### config.mk
export PLATFORM = sky130hd
export DESIGN_NAME = mips_ni_bridge
export DESIGN_NICKNAME = d
export VERILOG_FILES = /design/src/rtl/mips_ni_bridge.sv
export SDC_FILE = /design/constraint.sdc
export NUM_CORES = 1
export LEC_CHECK = 0
export BUFFER_PORTS_ARGS = -buffer_cell sky130_fd_sc_hd__clkbuf_2
export CORE_MARGIN = 1.5
export CORE_UTILIZATION = 45
export DETAILED_ROUTE_END_ITERATION = 7
export GPL_TIMING_DRIVEN = 0
export PLACE_DENSITY = 0.69
export SETUP_SLACK_MARGIN = 0.15
export SKIP_LAST_GASP = 1
export SYNTH_ARGS = -nofsm -noshare
export SYNTH_HDL_FRONTEND = slang
export SYNTH_SLANG_ARGS = --single-unit
### constraint.sdc
create_clock -name clk -period 2.2 [get_ports clk]
set_input_delay 0.44 -clock clk [delete_from_list [all_inputs] [get_ports clk]]
set_output_delay 0.44 -clock clk [all_outputs]
set_load 0.05 [all_outputs]
### src/rtl/mips_ni_bridge.sv
`default_nettype none
// ============================================================================
// mips_ni_bridge : TX FIFO and RX holding register between the MIPS core and the NoC NI
// Revision       : 1.0
// ============================================================================
module mips_ni_bridge #(
    parameter int          DATA_W   = 32,
    parameter int          TX_DEPTH = 4,
    parameter logic [1:0]  SRC_ADDR = 2'b00
) (
    input  logic              clk,
    input  logic              rst,
    input  logic              proc_valid,
    input  logic [1:0]        dest_add,
    input  logic [DATA_W-1:0] proc_data,
    output logic              mips_ni,
    output logic              ni_tx_valid,
    input  logic              ni_tx_ready,
    output logic [1:0]        ni_tx_dest,
    output logic [1:0]        ni_tx_src,
    output logic [DATA_W-1:0] ni_tx_data,
    input  logic              ni_rx_valid,
    input  logic [1:0]        ni_rx_src,
    input  logic [DATA_W-1:0] ni_rx_data,
    output logic              ni_rx_ready,
    output logic              data_valid,
    output logic [1:0]        rx_src,
    output logic [DATA_W-1:0] rx_data,
    input  logic              reg_en,
    output logic [15:0]       tx_sent_cnt
);

    localparam int PTR_W = $clog2(TX_DEPTH);
    localparam int CNT_W = PTR_W + 1;

    localparam logic [CNT_W-1:0] C_CNT_FULL = CNT_W'(TX_DEPTH);
    localparam logic [CNT_W-1:0] C_CNT_ONE  = CNT_W'(1);
    localparam logic [PTR_W-1:0] C_PTR_ONE  = PTR_W'(1);

    localparam logic [0:0] RX_EMPTY = 1'b0;
    localparam logic [0:0] RX_FULL  = 1'b1;

    logic [1:0]        dest_mem_q [TX_DEPTH];
    logic [1:0]        dest_mem_d [TX_DEPTH];
    logic [DATA_W-1:0] data_mem_q [TX_DEPTH];
    logic [DATA_W-1:0] data_mem_d [TX_DEPTH];
    logic [PTR_W-1:0]  wr_ptr_q, wr_ptr_d;
    logic [PTR_W-1:0]  rd_ptr_q, rd_ptr_d;
    logic [CNT_W-1:0]  count_q, count_d;
    logic [15:0]       sent_q, sent_d;

    logic              tx_push;
    logic              tx_pop;

    logic [0:0]        rx_state_q, rx_state_d;
    logic [1:0]        rx_src_q, rx_src_d;
    logic [DATA_W-1:0] rx_data_q, rx_data_d;
    logic              rx_capture;

    // ---------------- TX FIFO ----------------
    assign mips_ni     = (count_q != C_CNT_FULL);
    assign ni_tx_valid = (count_q != '0);
    assign ni_tx_dest  = dest_mem_q[rd_ptr_q];
    assign ni_tx_data  = data_mem_q[rd_ptr_q];
    assign ni_tx_src   = SRC_ADDR;
    assign tx_sent_cnt = sent_q;

    assign tx_push = proc_valid && mips_ni;
    assign tx_pop  = ni_tx_valid && ni_tx_ready;

    always_comb begin
        dest_mem_d = dest_mem_q;
        data_mem_d = data_mem_q;
        wr_ptr_d   = wr_ptr_q;
        rd_ptr_d   = rd_ptr_q;
        count_d    = count_q;
        sent_d     = sent_q;
        if (tx_push) begin
            dest_mem_d[wr_ptr_q] = dest_add;
            data_mem_d[wr_ptr_q] = proc_data;
            wr_ptr_d             = wr_ptr_q + C_PTR_ONE;
        end
        if (tx_pop) begin
            rd_ptr_d = rd_ptr_q + C_PTR_ONE;
            sent_d   = sent_q + 16'd1;
        end
        case ({tx_push, tx_pop})
            2'b10:   count_d = count_q + C_CNT_ONE;
            2'b01:   count_d = count_q - C_CNT_ONE;
            default: count_d = count_q;
        endcase
    end

    // Storage is cleared on reset so the head outputs read zero until the first push.
    always_ff @(posedge clk) begin
        if (rst) begin
            for (int i = 0; i < TX_DEPTH; i++) begin
                dest_mem_q[i] <= '0;
                data_mem_q[i] <= '0;
            end
            wr_ptr_q <= '0;
            rd_ptr_q <= '0;
            count_q  <= '0;
            sent_q   <= '0;
        end else begin
            dest_mem_q <= dest_mem_d;
            data_mem_q <= data_mem_d;
            wr_ptr_q   <= wr_ptr_d;
            rd_ptr_q   <= rd_ptr_d;
            count_q    <= count_d;
            sent_q     <= sent_d;
        end
    end

    // ---------------- RX holding register ----------------
    always_ff @(posedge clk) begin
        if (rst) begin
            rx_state_q <= RX_EMPTY;
            rx_src_q   <= '0;
            rx_data_q  <= '0;
        end else begin
            rx_state_q <= rx_state_d;
            rx_src_q   <= rx_src_d;
            rx_data_q  <= rx_data_d;
        end
    end

    always_comb begin
        rx_state_d = rx_state_q;
        case (rx_state_q)
            RX_EMPTY: if (ni_rx_valid)            rx_state_d = RX_FULL;
            RX_FULL:  if (reg_en && !ni_rx_valid) rx_state_d = RX_EMPTY;
            default:                              rx_state_d = RX_EMPTY;
        endcase
    end

    // Consuming and refilling in the same cycle keeps one word per cycle flowing.
    always_comb begin
        data_valid  = (rx_state_q == RX_FULL);
        ni_rx_ready = (rx_state_q == RX_EMPTY) || reg_en;
        rx_capture  = ni_rx_valid && ni_rx_ready;
        rx_src_d    = rx_capture ? ni_rx_src  : rx_src_q;
        rx_data_d   = rx_capture ? ni_rx_data : rx_data_q;
    end

    assign rx_src  = rx_src_q;
    assign rx_data = rx_data_q;

endmodule
`default_nettype wire

# After elaboration in Yosys (flattened, before gate mapping)
# Cells that the tools add are included.
# totals
input_bits	74
output_inout_bits	90
reg_bits	194
word_cells	54
# classes
n_lt_le_gt_ge	3
n_mux	16
addsub	5
n_eq_ne	3
n_bitwise	3
reduce_logical	9
# op_table
cell	n
128-bit bitwise mux	1
32-bit 2-to-1 mux	3
32-bit binary-select mux with 2-bit select	1
32-bit demux with 2-bit select	1
16-bit by 1-bit adder with 16-bit output (second input constant)	1
8-bit bitwise mux	1
3-bit >= comparator (second input constant)	2
2-bit 2-to-1 mux	3
2-bit NOT with 3-bit output	2
3-bit case mux with 2 select lines	1
1-bit logical AND	5
2-bit by 1-bit adder with 2-bit output (second input constant)	2
2-bit binary-select mux with 2-bit select	1
2-bit demux with 2-bit select	1
3-bit by 1-bit adder with 3-bit output (second input constant)	1
3-bit by 1-bit < comparator with 1-bit output (second input constant)	1
3-bit != test (second input constant)	1
3-bit nonzero test	1
3-bit by 1-bit subtractor with 3-bit output (second input constant)	1
2-bit by 1-bit == test with 1-bit output (second input constant)	1
2-bit == test (second input constant)	1
1-bit 2-to-1 mux	2
1-bit case mux with 2 select lines	1
2-bit nonzero test	1
other kinds (3)	3

# Depth between registers and ports, before layout
# Gate-level depths: netlist of run 1.
# logic_depth
ltp_word	6
depth_mapped	9
mapped_depth_nobuf	8

# Least setup slack after synthesis of run 1
# OpenSTA, ideal clock, no wires.
# synth_path
path_kind	reg2reg
startpoint	register count_q[2]
endpoint	register count_q[2]
t_arrival_ns	2.227
synth_period_minus_slack_ns	2.297
slack_ns	-0.097
required_ns	2.130
setup_ns	0.070
n_path_buf	1
path_stages_with_launch	10
cell_sequence	dfxtp_1 > or3b_1 > buf_6 > nand2_1 > ha_1 > inv_1 > fa_1 > xor2_1 > or3_1 > a21oi_1
# synth_between
elab_chain_len	4
elab_cells_between_ends	10
classes_between	add/sub (2); eq/ne (3); mux (1); reduce/logical (4)
# synth_rtl
item	line_no	text
start, declared	49	logic [CNT_W-1:0] count_q, count_d;
start signal, assigned	110	count_q <= count_d;
3-bit != test *	61	assign mips_ni = (count_q != C_CNT_FULL);
net mips_ni	16	output logic mips_ni,
1-bit logical AND *	68	assign tx_push = proc_valid && mips_ni;
2-bit by 1-bit == test with 1-bit output / 2-bit == test (equally long branches)	87	case ({tx_push, tx_pop})
3-bit case mux with 2 select lines / 2-bit nonzero test (equally long branches)	--	
# The timed path passes the listed nets; every way through them passes the cells marked *.
# A chain may end at the register's enable or synchronous reset.

# Final worst setup path of run 1
# layout_path
startpoint	register rd_ptr_q[1]
endpoint	output ni_tx_data[21]
# layout_between
elab_chain_len	4
# layout_rtl
item	line_no	text
start, declared	48	logic [PTR_W-1:0] rd_ptr_q, rd_ptr_d;
start signal, assigned	109	rd_ptr_q <= rd_ptr_d;
2-bit NOT with 3-bit output (implied by the code)	64	assign ni_tx_data = data_mem_q[rd_ptr_q];
32-bit binary-select mux with 2-bit select	64	
32-bit 2-to-1 mux (implied by the code) (2 in a row)	64	
end, declared	21	output logic [DATA_W-1:0] ni_tx_data,
# Every way passes these cells. The select of a mux whose other input is x is not followed.

==> results.md, run 1 <==
* Final hold viol count at 0
* Distinct cells, synth at 39
* Fin Setup TNS at -0.217 ns
* Number of fill cells in the layout at 1,505
* First-pass GRT wire length at 34.0 mm
* Sequential area share after synthesis at 48.6%
* Crit Path Max Fanout at 8
* Via/cell ratio at 5.21
* Core box area at 17,300 um^2
* Multiplexer share of the synthesized area at 10.0%
* Total number of yosys warnings at 0
* Cell area after layout at 10,400 um^2
* Commonest cells in the netlist: nand2_1 (348), dfxtp_1 (194), a21oi_1 (180)
* Post-synth EDFFs at 0
* Max clock buf depth at 2
* Total Routing Usage GR at 23.6%
* Share of the synthesized area in the top cell type at 48.6%
* DRT Pass-1 Iters at 5
* Fin crit share at 101%
* CP startpoint kind: flip-flop
* Mapped Area at 7990 um^2
* Share of cells above drive strength 1 at 27.2%
* Die height at 136 um
* Worst-path clk slew at 0.07 ns
* Final ANT Viol Nets at 0
* Post-DP HPWL at 14.6 mm
* Min Hold Slack at 0.223 ns
* Total power per unit cell area at 1010 nW/um^2
* FMAX at 0.448 GHz
* Combinational family with the most area after synthesis: simple AND/OR/NAND/NOR gates
* TritonCTS clock tree: built
* Fin cells at 1,353
* Row count at 48
* FF+latch count, synth at 194
* Crit path DAT at 1.79 ns
* DR iter-0 viols at 424
* Vias at 7,053
* I/O Buffers at 159
* Nets at 1,197
* Most used flip-flop cell after synthesis: dfxtp_1
* HP Class: in2reg
* Final Util at 59.9%
* Min Clock Period, post-route at 2.23 ns
* Syn Area/Cell at 8.69 um^2
* Synth area leader: dfxtp_1
* Reg2Reg Depth at 9
* Worst Clk Skew at 0.00727 ns
* Post-Place Setup Slack at -0.0974 ns
* Post-Route WL at 21.7 mm
* Area share of xor/xnor cells in the synthesized design at 1.31%
* Syn-to-layout area delta at 29.5%
* Gpl congestion at 0.780
* N_diodes at 0
* DR WL/cell at 16.0 um
* Placed Area at 9120 um^2
* CP Data Required Time at 1.76 ns
* Synth Area in Compound Gates at 12.0%
* CTS H-tree lvls at 4
* Register area at 3900 um^2
* Worst setup path class: reg2out
* Hold path depth at 3
* Simple-Gate Fraction of Synth Area at 20.8%
* Initial antenna violation count at 0
* Clock root cell: clkbuf_16
* Initial Utilization at 46.2%
* Largest cells by area after synthesis: dfxtp_1 (49%), nand2_1 (16%), a21oi_1 (11%), mux4_2 (9.6%), buf_8 (1.7%)
* Die ar. at 18,600 um^2
* Vias in the first global route at 6,743
* Inserted Clock Buffers at 17
* Adder-Cell Fraction of Synth Area at 1.19%
* Max_cap viols at 0
* Largest net degree at the start of global routing at 17
* Peak VDD IR at 0.000659 V
* Clock sink count at 194
* Status: finished with violations
* Setup-failing EPs final at 16
* Total gr overflow at 0
* Failing checks: negative setup slack
* Final setup margin at -0.0304 ns
* Power consumption at 10.4 mW
* Leak pwr at 3.98 nW
* Clock latency at the later pin of the worst-skew pair at 0.43 ns
* RSZ-0062 raised after global routing: yes
* Most common cell in the synthesized netlist: nand2_1
* Chip Width at 136 um
* Slew HR at 57.6%
* Drc violations at 0
* Async SR Flop Fraction at 0%
* Pins Over Slew Limit at 0
* Multi-input gate area at 3670 um^2
* Cell count after synthesis at 920
* I/O pin cnt at 164
* Placed insts at 1,305
* Worst slew pin tran at 0.636 ns
* Crit end category: output port
## sequential cells by signal, summed over array words and instances, names as in the netlist
register	flops
rd_ptr_q	2
data_valid	1
count_q	3
dest_mem_q	8
wr_ptr_q	2
rx_src	2
data_mem_q	128
rx_data	32
tx_sent_cnt	16
## layout by cell type, fill, tap and decap left out, types with 6 or more instances in the layout
master     count
nand2_1      347
dfxtp_1      189
a21oi_1      178
clkbuf_2     124
buf_8         43
mux4_2        34
clkbuf_1      33
buf_4         26
clkbuf_16     19
nor2_1        16
inv_1          7
buf_6          7
xor2_1         7
buf_12         6
nand3_1        6
## final cells by class
type,instances,area share [%]
Sequential cell,194,37.6
Multi-Input combinational cell,649,35.5
Timing Repair Buffer,176,12.9
Buffer,69,5.39
Clock buffer,20,4.22
Tap cell,225,2.72
Clock inverter,11,1.26
Inverter,9,0.350
## power by group
| part | leakage [nW] | switching [mW] | internal (mW) |
|---|---|---|---|
| logic | 2.13 | 2.03 | 1.42 |
| clock network | 0.264 | 1.37 | 1.68 |
| registers | 1.58 | 0.150 | 3.80 |
| total | 3.98 | 3.55 | 6.90 |
## worst max-delay path, stage by stage (launching register included)
cell and delay, ns:
dfxtp_2 0.34, buf_12 0.16, buf_12 0.14, mux4_2 0.55, buf_8 0.18
## worst paths after layout
| kind | startpoint | to | slack, ns |
|---|---|---|---|
| min | ni_rx_data[7] | rx_data[7] | 0.22 |
| max | rd_ptr_q[1] | ni_tx_data[21] | -0.03 |
| max reg2reg | count_q[0] | count_q[2] | 0.07 |
| min reg2reg | data_mem_q[119] | data_mem_q[119] | 0.45 |
## cells by family (layout without fill, tap and decap cells)
logic type | Yosys count | count (layout)
XOR/XNOR | 12 | 12
buffers and inverters | 78 | 285
AND/OR/NAND/NOR | 404 | 404
adder cells (fa/ha/maj) | 7 | 7
flip-flops | 194 | 194
AO/OA/AOI/OAI | 187 | 187
multiplexers | 37 | 37
other | 1 | 2
## routing by layer
metal  up-vias  wire length [um]  global-route usage [%]
met5         -                 0                       0
met4         0               343                    7.45
met3        25              1230                    5.26
met2       202             10700                    39.6
met1      3386              9410                    30.3
li1       3440                 -                       -
## what timing repair did
item	CTS	global route
endpoints found under the setup margin	37	37
endpoints found under the hold margin	0	0
hold buffers	0	0
resized for setup	104	44
setup buffers	10	4
gates cloned	1	2
pin swaps	2	0
No activity file was read; power rests on OpenSTA's default activity.
==> run 2, diff against run 1 <==
BUFFER_PORTS_ARGS = default   (was -buffer_cell sky130_fd_sc_hd__clkbuf_2)
DONT_BUFFER_PORTS = 1   (was default)
PLACE_DENSITY = 0.61   (was 0.69)
==> run 2 against run 1 <==
The flow still finishes with violations (negative setup slack). Core utilization is 6.6 points lower. Fmax is 1.3% higher. Highest routed layer unchanged. Worst setup slack better by 0.030 ns. Critical path depth is 1 lower. Clock skew is 0.0015 ns lower. Critical path type unchanged. Critical endpoint is now ni_tx_data[30]. Largest power group unchanged.
==> results.md, run 2 (same netlist as run 1, synthesis figures left out) <==
* Status: finished with violations
* Failing checks: negative setup slack
* FMAX at 0.454 GHz
* Worst-path clk slew at 0.07 ns
* Via/cell ratio at 5.32
* Peak VDD IR at 0.000631 V
* Power share of the clock group at 31.3%
* Post-Place Setup Slack at -0.128 ns
* Core box area at 17,300 um^2
* Internal at 6.33 mW
* Most frequent cells in the layout: nand2_1 (347), dfxtp_1 (180), a21oi_1 (179), mux4_2 (34), clkbuf_1 (29)
* Crit path DAT at 1.76 ns
* Final hold viol count at 0
* CP Data Required Time at 1.76 ns
* CP startpoint kind: flip-flop
* RSZ-0062 raised after global routing: yes
* Register bank with the most flops: data_mem_q
* I/O pin cnt at 164
* Leak pwr at 3.22 nW
* Die ar. at 18,600 um^2
* Share of cells above drive strength 1 at 16.2%
* Die height at 136 um
* Nets at 1,035
* Final setup margin at -0.000862 ns
* Number of fill cells in the layout at 1,613
* Total Routing Usage GR at 23.2%
* Min Hold Slack at 0.121 ns
* First-pass GRT wire length at 32.8 mm
* Worst Clk Skew at 0.00576 ns
* Comb pwr share at 26.5%
* Fin crit share at 100%
* Chip Width at 136 um
* Clock sink count at 194
* N_diodes at 0
* Sequential share of power at 42.2%
* DR WL/cell at 17.9 um
* Setup-failing EPs final at 1
* Total gr overflow at 0
* Worst setup path class: reg2out
* DRT Pass-1 Iters at 5
* Min Clock Period, post-route at 2.20 ns
* Syn-to-layout area delta at 15.2%
* Gpl congestion at 0.761
* Post-DP HPWL at 14.4 mm
* Row count at 48
* Cts hold-fix bufs at 0
* Clock root cell: clkbuf_16
* Power consumption at 9.81 mW
* Total power per unit cell area at 1070 nW/um^2
* CTS H-tree lvls at 4
* Largest net degree at the start of global routing at 19
* Vias in the first global route at 6,062
* Max clock buf depth at 2
* Crit Path Max Fanout at 7
* Post-Route WL at 21.3 mm
* Slew HR at 55.3%
* TritonCTS clock tree: built
* Sw power at 3.48 mW
* Pins Over Slew Limit at 0
* Inserted Clock Buffers at 17
* Flip-flop count of the largest register after layout at 128
* Crit end category: output port
* Final ANT Viol Nets at 0
* Commonest non-fill, non-tap cell in the layout: nand2_1
* Switch share at 35.5%
* Max_cap viols at 0
* Initial Utilization at 46.2%
* Initial antenna violation count at 0
* Vias at 6,344
* DR iter-0 viols at 349
* HP Class: in2reg
* I/O Buffers at 0
* Worst slew pin tran at 0.670 ns
* Drc violations at 0
* Clock latency at the later pin of the worst-skew pair at 0.44 ns
[run 2: changes by cell type in the layout (fill, tap and decap cells not counted), sizes merged, moves of 2 or more]
cell	change
clkbuf	-128
buf	-38
clkinv	+6
clkinvlp	-3
inv	+2
[run 2: per-stage QoR]
stage	setup TNS (ns)	utilization [%]	instance area, um^2	cells
after floorplan	0	-	8040	921
after detailed placement	-2.43	48.1	8320	1146
after global routing	-0.769	53.3	9210	1192
after CTS	-0.0341	52.5	9080	1183
after global placement	-2.48	48.1	8320	1146
final	-0.000862	53.3	9210	1192
[run 2: final cells by class]
type / count / area, um^2 / area share, %
Timing Repair Buffer: 14 / 185 / 2.01
Sequential cell: 194 / 3910 / 42.5
Inverter: 9 / 35.0 / 0.380
Clock buffer: 17 / 425 / 4.62
Multi-Input combinational cell: 649 / 3660 / 39.8
Buffer: 69 / 556 / 6.03
Tap cell: 225 / 282 / 3.06
Clock inverter: 15 / 150 / 1.63
[run 2: worst max-delay path, cell delays in order, from the launching register on]
cell	delay, ns
dfxtp_2	0.34
buf_12	0.15
buf_12	0.15
mux4_2	0.68
[run 2: worst paths after layout]
check	from	end	slack, ns	cells past startpoint
setup / recovery	rd_ptr_q[1]	ni_tx_data[30]	-0.0009	3
hold / removal	ni_rx_valid	data_valid	0.12	2
setup reg to reg	count_q[0]	count_q[2]	0.05	9
hold reg to reg	data_mem_q[51]	data_mem_q[51]	0.45	2
[run 2: per-layer routing]
metal  vias up  wire [um]  track usage, %
met1      2985       8910            28.9
met4         0        199            6.56
met2       225      10400            38.5
met3        14       1810            7.61
li1       3120          -               -
met5         -          0               0
[run 2: repair_timing]
| action | 4_1_cts | 5_1_grt |
|---|---|---|
| setup buffers | 4 | 7 |
| pin swaps | 0 | 3 |
| cloned | 1 | 2 |
| hold endpoints to repair | 0 | 0 |
| gates resized for setup | 44 | 11 |
| setup endpoints to repair | 71 | 40 |
[run 2: power by group through the flow]
stage | sequential, mW | combinational [mW] | clock, mW
after global placement | 4.21 | 2.32 | 0
after detailed placement | 4.22 | 2.36 | 0
final | 4.14 | 2.60 | 3.07
after floorplan | 4.16 | 1.92 | 0
after global routing | 4.18 | 2.78 | 3.26
after CTS | 4.15 | 2.52 | 3.12
==> run 3, diff against run 2 <==
CORE_ASPECT_RATIO = 1.2   (was default)
==> run 3 against run 2 <==
The run still ends with negative setup slack left. Sequential power is essentially flat. Total power up 3.2%. Clock-buffer cell count grew 1. Clock skew up 0.0039 ns. Clock power grew 9.1%.
==> results.md, run 3 (same netlist as run 1, synthesis figures left out) <==
* Worst setup path class: reg2out
* Hold path depth at 2
* Min Clock Period, post-route at 2.22 ns
* Internal at 6.72 mW
* Comb pwr share at 26.1%
* Status: finished with violations
* Most frequent cells in the layout: nand2_1 (347), dfxtp_1 (181), a21oi_1 (180), mux4_2 (34), clkbuf_1 (30)
* Max_cap viols at 0
* R2r setup slk at 0.07 ns
* Worst slew pin tran at 0.695 ns
* Sw power at 3.41 mW
* Register bank with the most flops: data_mem_q
* Clock sink count at 194
* Initial antenna violation count at 0
* First-pass GRT wire length at 32.6 mm
* RSZ-0062 raised after global routing: yes
* Sequential share of power at 40.8%
* HP Class: in2reg
* Crit Path Max Fanout at 7
* Chip Width at 125 um
* Vias in the first global route at 6,082
* Hold wc startpoint: ni_rx_valid
* Placed insts at 1,141
* Fin cells at 1,191
* Drc violations at 0
* Initial Utilization at 45.8%
* Post-Place Setup Slack at -0.0914 ns
* Largest net degree at the start of global routing at 18
* Vias at 6,279
* Final hold viol count at 0
* Worst-path clk slew at 0.07 ns
* DRT Pass-1 Iters at 4
* Fin crit share at 101%
* Slew HR at 53.6%
* CP startpoint kind: flip-flop
* Hold Path Sink: data_valid
* Number of fill cells in the layout at 1,630
* Worst Clk Skew at 0.00964 ns
* CP Data Required Time at 1.76 ns
* I/O pin cnt at 164
* Die height at 149 um
* Die ar. at 18,600 um^2
* Setup-failing EPs final at 5
* Via/cell ratio at 5.27
* Gpl congestion at 0.786
* Commonest non-fill, non-tap cell in the layout: nand2_1
* Total power per unit cell area at 1090 nW/um^2
* Post-Route WL at 21.0 mm
* Syn-to-layout area delta at 16.2%
* CTS H-tree lvls at 4
* Max clock buf depth at 2
* Final ANT Viol Nets at 0
* Cts hold-fix bufs at 0
* Core box area at 17,400 um^2
* Final setup margin at -0.0209 ns
* Power share of the clock group at 33.1%
* FMAX at 0.450 GHz
* TritonCTS clock tree: built
* Total gr overflow at 0
* End of the worst register-to-register path: count_q[2]
* N_diodes at 0
* Reg2Reg Depth at 9
* Row count at 53
* Clock root cell: clkbuf_16
* Total Routing Usage GR at 22.5%
* Peak VDD IR at 0.000641 V
* Worst reg2reg path startpoint: count_q[0]
* Inserted Clock Buffers at 17
* Flip-flop count of the largest register after layout at 128
* Leak pwr at 3.25 nW
* Pins Over Slew Limit at 0
* Crit end category: output port
* Switch share at 33.6%
* I/O Buffers at 0
* DR iter-0 viols at 329
* Post-DP HPWL at 14.3 mm
* Crit path DAT at 1.78 ns
* Nets at 1,039
* DR WL/cell at 17.6 um
* Share of cells above drive strength 1 at 16.3%
* Failing checks: negative setup slack
* Clock latency at the later pin of the worst-skew pair at 0.43 ns
## run 3: cell types whose count changed in the layout (fill, tap and decap cells not counted), moves of 2 or more
cell	delta
buf_4	+3
bufinv_16	+3
clkinv_4	-5
clkinvlp_4	+3
dfxtp_4	-2
inv_6	-2
## run 3: per-stage QoR
stage / TNS, ns / util [%] / power, mW / cell area (um^2) / hold WS [ns]
2_1_floorplan: 0 / - / 6.08 / 8040 / 0.433
3_3_place_gp: -2.31 / 47.7 / 6.54 / 8320 / 0.439
3_5_place_dp: -2.30 / 47.7 / 6.56 / 8320 / 0.444
4_1_cts: -0.0362 / 52.4 / 10.1 / 9150 / 0.112
5_1_grt: -0.929 / 53.3 / 10.6 / 9290 / 0.114
6_report: -0.0571 / 53.3 / 10.1 / 9290 / 0.128
## run 3: timing repair
| item | 4_1_cts | 5_1_grt |
|---|---|---|
| resized for setup | 41 | 9 |
| setup endpoints to repair | 73 | 37 |
| gates cloned | 1 | 2 |
| buffers inserted | 6 | 9 |
| pin swaps | 0 | 2 |
## run 3: how the worst max path moves through the flow
stage | from | end | slack, ns | cells after the start
final | rd_ptr_q[1] | ni_tx_data[23] | -0.02 | 3
after global routing | rd_ptr_q[1] | ni_tx_data[23] | -0.06 | 3
after CTS | rd_ptr_q[1] | ni_tx_data[19] | -0.01 | 3
after detailed placement | data_valid | rx_data[2] | -0.09 | 5
after global placement | data_valid | rx_data[10] | -0.08 | 5
after floorplan | count_q[2] | count_q[2] | 0.11 | 9
## run 3: routing by layer
metal  wire [um]  track usage [%]
met1        8640             26.9
met2       10600             39.1
met3        1410             6.10
met4         393             7.64
met5           0                0
## run 3: layout make-up
class	instances	area, um^2	share of cell area (%)
inverters	9	36.3	0.391
repair buffers	18	218	2.34
plain buffers	69	551	5.93
well taps	220	275	2.96
flip-flops and latches	194	3910	42.1
clock buffers	18	439	4.73
multi-input cells	649	3660	39.4
clock inverters	14	201	2.17
## run 3: power groups by stage
| stage | Combinational, mW | Clock, mW | Sequential (mW) |
|---|---|---|---|
| 2_1_floorplan | 1.92 | 0 | 4.16 |
| 3_3_place_gp | 2.33 | 0 | 4.21 |
| 3_5_place_dp | 2.35 | 0 | 4.22 |
| 4_1_cts | 2.50 | 3.41 | 4.15 |
| 5_1_grt | 2.82 | 3.58 | 4.17 |
| 6_report | 2.65 | 3.35 | 4.14 |
## run 3: worst max-delay path: stages, from the launching register on
cell and delay, ns:
dfxtp_2 0.35, buf_12 0.15, clkbuf_16 0.17, mux4_2 0.68
